$ cat config.mk
export PLATFORM = sky130hd
export DESIGN_NAME = pmem_fetch_arbiter
export DESIGN_NICKNAME = d
export VERILOG_FILES = /design/src/rtl/pmem_fetch_arbiter.sv
export SDC_FILE = /design/constraint.sdc
export NUM_CORES = 1
export LEC_CHECK = 0
export BUFFER_PORTS_ARGS = -buffer_cell sky130_fd_sc_hd__buf_4
export CAP_MARGIN = 10
export CORE_MARGIN = 2
export CORE_UTILIZATION = 48
export DETAILED_ROUTE_END_ITERATION = 8
export PLACE_DENSITY = 0.84
export SYNTH_ARGS = -nofsm -noshare
export SYNTH_HDL_FRONTEND = slang
export SYNTH_SLANG_ARGS = --single-unit
$ cat constraint.sdc
create_clock -name clk -period 3.2 [get_ports clk]
set_clock_uncertainty 0.2 [all_clocks]
set_input_delay 0.16 -clock clk [delete_from_list [all_inputs] [get_ports clk]]
set_output_delay 0.16 -clock clk [all_outputs]
set_load 0.01 [all_outputs]
$ cat src/rtl/pmem_fetch_arbiter.sv
// Round-robin arbiter sharing one program-memory read port between NUM_CORES instruction fetchers.
// Optional sticky bursts per core are enabled with the PMEM_ARB_BURST_EN macro.
module pmem_fetch_arbiter #(
    parameter int NUM_CORES             = 4,
    parameter int PROGRAM_MEM_ADDR_BITS = 8,
    parameter int PROGRAM_MEM_DATA_BITS = 16,
    parameter int MAX_BURST             = 4,
    localparam int GW = (NUM_CORES > 1) ? $clog2(NUM_CORES) : 1
) (
    input  logic                                       clk,
    input  logic                                       reset,
    input  logic [NUM_CORES-1:0]                       core_read_valid,
    input  logic [NUM_CORES*PROGRAM_MEM_ADDR_BITS-1:0] core_read_address,
    output logic [NUM_CORES-1:0]                       core_read_ready,
    output logic [PROGRAM_MEM_DATA_BITS-1:0]           core_read_data,
    output logic                                       mem_read_valid,
    output logic [PROGRAM_MEM_ADDR_BITS-1:0]           mem_read_address,
    input  logic                                       mem_read_ready,
    input  logic [PROGRAM_MEM_DATA_BITS-1:0]           mem_read_data,
    output logic [GW-1:0]                              grant_id,
    output logic                                       busy
);

    typedef enum logic [1:0] {IDLE, REQ, RESP} state_t;

    if (NUM_CORES < 2 || NUM_CORES > 16 || MAX_BURST < 1 || MAX_BURST > 15) begin : g_param_check
        $error("pmem_fetch_arbiter: parameter out of range");
    end

    state_t        state;
    logic [GW-1:0] last_grant;
    logic [GW-1:0] rr_winner;
    logic [GW-1:0] winner;
    logic          any_req;

    assign any_req = |core_read_valid;

    // NOTE: every variable assigned in always_comb gets a default first, so no path can infer a latch.
    always_comb begin
        logic          found;
        logic [GW-1:0] cand;
        found     = 1'b0;
        cand      = '0;
        rr_winner = '0;
        // Search starts just after the last winner and wraps, giving rotating priority.
        for (int i = 1; i <= NUM_CORES; i++) begin
            cand = GW'((int'(last_grant) + i) % NUM_CORES);
            if (!found && core_read_valid[cand]) begin
                found     = 1'b1;
                rr_winner = cand;
            end
        end
    end

`ifdef PMEM_ARB_BURST_EN
    logic [3:0] burst_count;
    logic       stick;

    // A zero count means no burst is running, so the reset value of last_grant never sticks.
    assign stick  = (burst_count != 4'd0) && (burst_count < 4'(MAX_BURST))
                    && core_read_valid[last_grant];
    assign winner = stick ? last_grant : rr_winner;
`else
    assign winner = rr_winner;
`endif

    // NOTE: sequential state uses non-blocking assignments so every register samples pre-edge values.
    always_ff @(posedge clk or negedge reset) begin
        if (!reset) begin
            state            <= IDLE;
            mem_read_valid   <= 1'b0;
            mem_read_address <= '0;
            core_read_ready  <= '0;
            core_read_data   <= '0;
            grant_id         <= '0;
            busy             <= 1'b0;
            last_grant       <= GW'(NUM_CORES - 1);
`ifdef PMEM_ARB_BURST_EN
            burst_count      <= 4'd0;
`endif
        end else begin
            case (state)
                IDLE: begin
                    if (any_req) begin
                        grant_id         <= winner;
                        mem_read_address <= core_read_address[int'(winner)*PROGRAM_MEM_ADDR_BITS +: PROGRAM_MEM_ADDR_BITS];
                        mem_read_valid   <= 1'b1;
                        busy             <= 1'b1;
                        state            <= REQ;
                    end
`ifdef PMEM_ARB_BURST_EN
                    if (any_req)
                        burst_count <= stick ? burst_count + 4'd1 : 4'd1;
                    else
                        burst_count <= 4'd0;
`endif
                end
                REQ: begin
                    // The granted core may have dropped its request; the transfer still completes.
                    if (mem_read_ready) begin
                        core_read_data  <= mem_read_data;
                        mem_read_valid  <= 1'b0;
                        core_read_ready <= NUM_CORES'(1) << grant_id;
                        last_grant      <= grant_id;
                        state           <= RESP;
                    end
                end
                RESP: begin
                    core_read_ready <= '0;
                    busy            <= 1'b0;
                    state           <= IDLE;
                end
                default: begin
                    state <= IDLE;
                end
            endcase
        end
    end

endmodule

# Yosys cells after proc, flatten, opt, wreduce, memory -nomap -nowiden
# Index checks and enable logic that the tools add are counted.
word_totals:
  out_inout_bits: 32
  input_bits: 55
  reg_bits: 36
  word_cells: 63
op_classes:
  shift: 2
  reduce_logical: 17
  eq_ne: 4
  order_cmp: 4
  n_mux: 24
  addsub: 4
ops:
  columns: ["op", "n"]
  rows:
  - ["$shiftx A32 B6 Y8", 1]
  - ["$lt A2 B3 Y1 const B", 4]
  - ["$mux W2", 6]
  - ["$reduce_and A2 Y1", 5]
  - ["$mux W1", 9]
  - ["$bmux W1 S2", 4]
  - ["$pmux W4 S2", 1]
  - ["$reduce_bool A2 Y1", 3]
  - ["$add A2 B1 Y2 const B", 2]
  - ["$add A2 B2 Y2 const B", 2]
  - ["$mux W4", 1]
  - ["$ne A2 B2 Y1 const B", 2]
  - ["$pmux W1 S2", 2]
  - ["$pmux W2 S2", 1]
  - ["$reduce_or A4 Y1", 1]
  - ["$shl A1 B2 Y4 const A", 1]
  - ["$logic_and A1 B1 Y1", 3]
  - ["$logic_not A1 Y1", 3]
  - ["$reduce_and A3 Y1", 1]
  - ["$eq A2 B1 Y1 const B", 1]
  - ["$eq A2 B2 Y1 const B", 1]
  - ["$logic_not A2 Y1", 1]

# Depth between registers and ports, before layout
depth:
  ltp_word: 14
  ltp_mapped: 7
  depth_no_buf: 5

# Worst setup path after synthesis
# Ideal clock, no wire load.
synth_timing:
  path_type: "register to register"
  start: "register last_grant[0]"
  end: "register mem_read_address[0]"
  required_time_ns: 2.860
  slack_ns: 1.358
  t_arrival_ns: 1.502
  n_path_buf: 2
  stages_incl_launch_ff: 8
  setup_ns: 0.140
  path_cell_list: "dfstp_2 > nand2b_1 > o21ai_1 > a211oi_2 > buf_6 > buf_12 > mux2i_1 > o221ai_1"
synth_via:
  elab_chain_cells: 14
  word_cells_on_any_way: 26
  classes_between: "add/sub (4); shift (1); mux (15); reduce/logical (6)"
synth_rtl:
  columns: ["element", "line_no", "text"]
  rows:
  - ["start: declaration", "31", "logic [GW-1:0] last_grant;"]
  - ["start signal: assignment", "77", "last_grant <= GW'(NUM_CORES - 1);"]
  - ["start signal: assignment", "104", "last_grant <= grant_id;"]
  - ["$add A2 B1 Y2", "47", "cand = GW'((int'(last_grant) + i) % NUM_CORES);"]
  - ["$bmux W1 S2", "48", "if (!found && core_read_valid[cand]) begin"]
  - ["$mux W1 (implied by the code)", "48", null]
  - ["$mux W1", "48", null]
  - ["$logic_not A1 Y1", "48", null]
  - ["$logic_and A1 B1 Y1", "48", null]
  - ["$mux W1", "48", null]
  - ["$logic_not A1 Y1", "48", null]
  - ["$logic_and A1 B1 Y1", "48", null]
  - ["$mux W1", "48", null]
  - ["$logic_not A1 Y1", "48", null]
  - ["$logic_and A1 B1 Y1", "48", null]
  - ["$mux W2 (*)", "48", null]
  - ["$shiftx A32 B6 Y8 (*)", "86", "mem_read_address <= core_read_address[int'(winner)*PROGRAM_MEM_ADDR_BITS +: PROGRAM_MEM_ADDR_BITS];"]
  - ["end signal: assignment", "86", null]
  - ["end: declaration", "17", "output logic [PROGRAM_MEM_ADDR_BITS-1:0] mem_read_address,"]
# Every way passes the cells marked *; elsewhere a longest branch is shown, timed or not. The select of a mux whose other input is x is not followed.
# A chain may end at the register's enable or synchronous reset.

# Final worst setup path
layout_timing:
  start: "register last_grant[0]"
  end: "register mem_read_address[1]"
# Same word-level chain as after synthesis.

==> impl_metrics.ini <==
[outcome]
outcome = finished, violations left
violations = setup timing

[sta]
max_freq_mhz = 309
worst_slew_pin_slew_ns = 0.527
post-route-period-util_pct = 101
period_needed_ns = 3.24
fin_ws_ns = -0.0414
holdWs_ns = 0.0214
slew_violations = 0
max_slew_margin_pct = 64.9
setup_viol = 1
hold_viol = 0

[clock_tree]
clk_path_buf_depth = 2
htreeDepth = 2
clk_pin_slew_ns = 0.12
numCtsBuffers = 5
clockRootBuffer = clkbuf_4
cts.sinks = 36
cts_tree = built
clk_latency_ns = 0.35

[cells_and_area]
fill_cells = 166
num_antenna_cells = 0
seqCellArea_um2 = 903
syn2layout_area_growth_pct = 72.3
fin_area_um2 = 2890
drive_gt1_share_pct = 35.0
fin_cells = 352
final_nets = 360
post-route-util_pct = 86.6
multi_input_area_um2 = 707

[worst_setup_path]
cp-start-kind = register
r2r_setup_slack_ns = -0.04
worst_r2r_path_depth = 8
setup.worst_path.end_class = register
crit_start = last_grant[0]$_DFFE_PN1P_
r2r-end = mem_read_address[1]$_DFFE_PN0P_
cp.required_ns = 3.27
arrival_ns = 3.31
critPathMaxFanout = 7
reg2reg_from = last_grant[0]$_DFFE_PN1P_
crit_type = reg2reg
crit_end = mem_read_address[1]$_DFFE_PN0P_

[power]
totalPowerFinal_mw = 2.43
p_leak_nw = 1.49
p_per_area_nw_per_um2 = 842
ir_drop_mv = 0.591

[synth]
synth_cell_type_count = 27
yosysWarnings = 0
avgSynthCellArea_um2 = 9.64
synth_fp_nets = 229
seq_area_frac_synth_pct = 53.8
ys_ff_latch = 36
synth_area_um2 = 1680
netlist_instances = 174

[floorplan]
die_width_um = 63.1
die_area_um2 = 3980
initial_core_util_pct = 50.3
core_area_um2 = 3340
io_pins = 87
dieHeight_um = 63.1
num_rows = 21

[global_routing]
grt_pass1_wl_um = 9070
grt_pass1_vias = 1885
antenna_found_initial = 0
grt_use_total_pct = 30.2
grt.overflow.total = 0
grt_max_degree = 37

[detailed_routing]
drtIter0Drc = 151
vias_per_cell = 5.29
drt-pass1-iter-count = 4
wl_um = 6030
drcViolationCount = 0
ant_nets = 0
via_count = 1862
wl_per_cell_um = 17.1

[min_path]
hold_class = in2reg

[placement]
dpl.hpwl_um = 2850
gp_routability_congestion = 0.892
place_inst = 298
postPlaceCellArea_um2 = 2340
port_buffers = 86

[flow_run]
max-cap-violations = 0
area by class of cell:
| cell class | instances | share of cell area [%] |
|---|---|---|
| tap | 46 | 1.99 |
| multi-input combinational | 124 | 24.5 |
| clock buffer | 8 | 2.38 |
| inverter | 4 | 0.519 |
| sequential | 36 | 31.3 |
| timing repair buffer | 134 | 39.4 |
cells in the mapped netlist, drive strengths merged:
library cell   n  area (um^2)
nor2           4         15.0
buf            8         60.1
a32o           2         20.0
nand3b         1         7.51
or2            1         6.26
a22o           4         35.0
dfrtp         34          851
inv            4         15.0
a211o          1         8.76
o221ai         9         78.8
dfstp          2         52.6
a21oi          2         10.0
nor3           1         5.00
nand2         70          263
clkbuf         2         7.51
o31ai          2         15.0
a211oi         1         12.5
nand3          1         5.00
mux2i         16          160
o21ai          5         25.0
nand2b         4         25.0
registers in the layout, indices dropped and copies added (netlist names):
name and cells:
busy 1, core_read_data 16, core_read_ready 4, grant_id 2, last_grant 2, mem_read_address 8, mem_read_valid 1, state 2
worst max-delay path, stage by stage (launching register included):
cell and delay [ns]:
dfstp_2 0.56, nand2b_1 0.14, a21oi_1 0.11, a211oi_4 0.34, buf_12 0.18, mux2i_1 0.30
dlygate4sd3_1 0.64, o221ai_1 0.12, dlygate4sd3_1 0.57
how the worst min path moves through the flow:
stage / cells past startpoint / start / endpoint / slack [ns]
after floorplan: 0 / reset / busy$_DFFE_PN0P_ / -0.34
after global placement: 1 / reset / mem_read_address[1]$_DFFE_PN0P_ / -0.06
after detailed placement: 1 / reset / mem_read_address[7]$_DFFE_PN0P_ / -0.06
after CTS: 2 / reset / mem_read_address[7]$_DFFE_PN0P_ / 0.09
after global routing: 3 / core_read_address[28] / mem_read_address[4]$_DFFE_PN0P_ / 0.07
final: 3 / core_read_address[28] / mem_read_address[4]$_DFFE_PN0P_ / 0.02
routing by layer:
| layer | part of all wire, % | up-vias | global-route usage [%] |
|---|---|---|---|
| li1 | - | 855 | - |
| met1 | 36 | 877 | 34.1 |
| met2 | 53 | 98 | 52.4 |
| met3 | 5.4 | 32 | 5.00 |
| met4 | 6.0 | 0 | 19.7 |
| met5 | 0 | - | 0 |
stage by stage:
| stage | worst slack, ns | TNS [ns] |
|---|---|---|
| after floorplan | 1.36 | 0 |
| after global placement | 1.24 | 0 |
| after detailed placement | 1.17 | 0 |
| after CTS | 0.0962 | 0 |
| after global routing | -0.133 | -0.223 |
| final | -0.0414 | -0.0414 |
layout by cell type, fill, tap and decap left out, types with 3 or more instances in the layout:
cell / count
buf_4: 91
nand2_1: 70
dlygate4sd3_1: 41
dfrtp_1: 34
mux2i_1: 15
o221ai_1: 9
clkbuf_4: 5
nor2_1: 4
nand2b_1: 4
a22o_1: 4
o21ai_1: 3
kinds of logic (layout without fill, tap and decap cells):
family	count (synthesis)	in the layout	synth area share (%)
flip-flops	36	36	53.8
AND/OR/NAND/NOR	82	82	19.5
AO/OA/AOI/OAI	26	26	12.2
multiplexers	16	16	9.54
buffers and inverters	14	146	4.92
timing repair:
action / 4_1_cts / 5_1_grt
endpoints found under the hold margin: 61 / 0
hold buffers: 42 / 0
endpoints found under the setup margin: 0 / 7
setup buffers: 0 / 4
resized for setup: 0 / 5
where the power goes:
part	leakage, nW	total [mW]	switching, mW	internal (mW)
clock	0.0386	0.287	0.158	0.129
sequential	0.440	0.847	0.174	0.672
combinational	1.02	1.30	0.607	0.694
total	1.49	2.43	0.939	1.50
(Power assumes the default switching activity.)
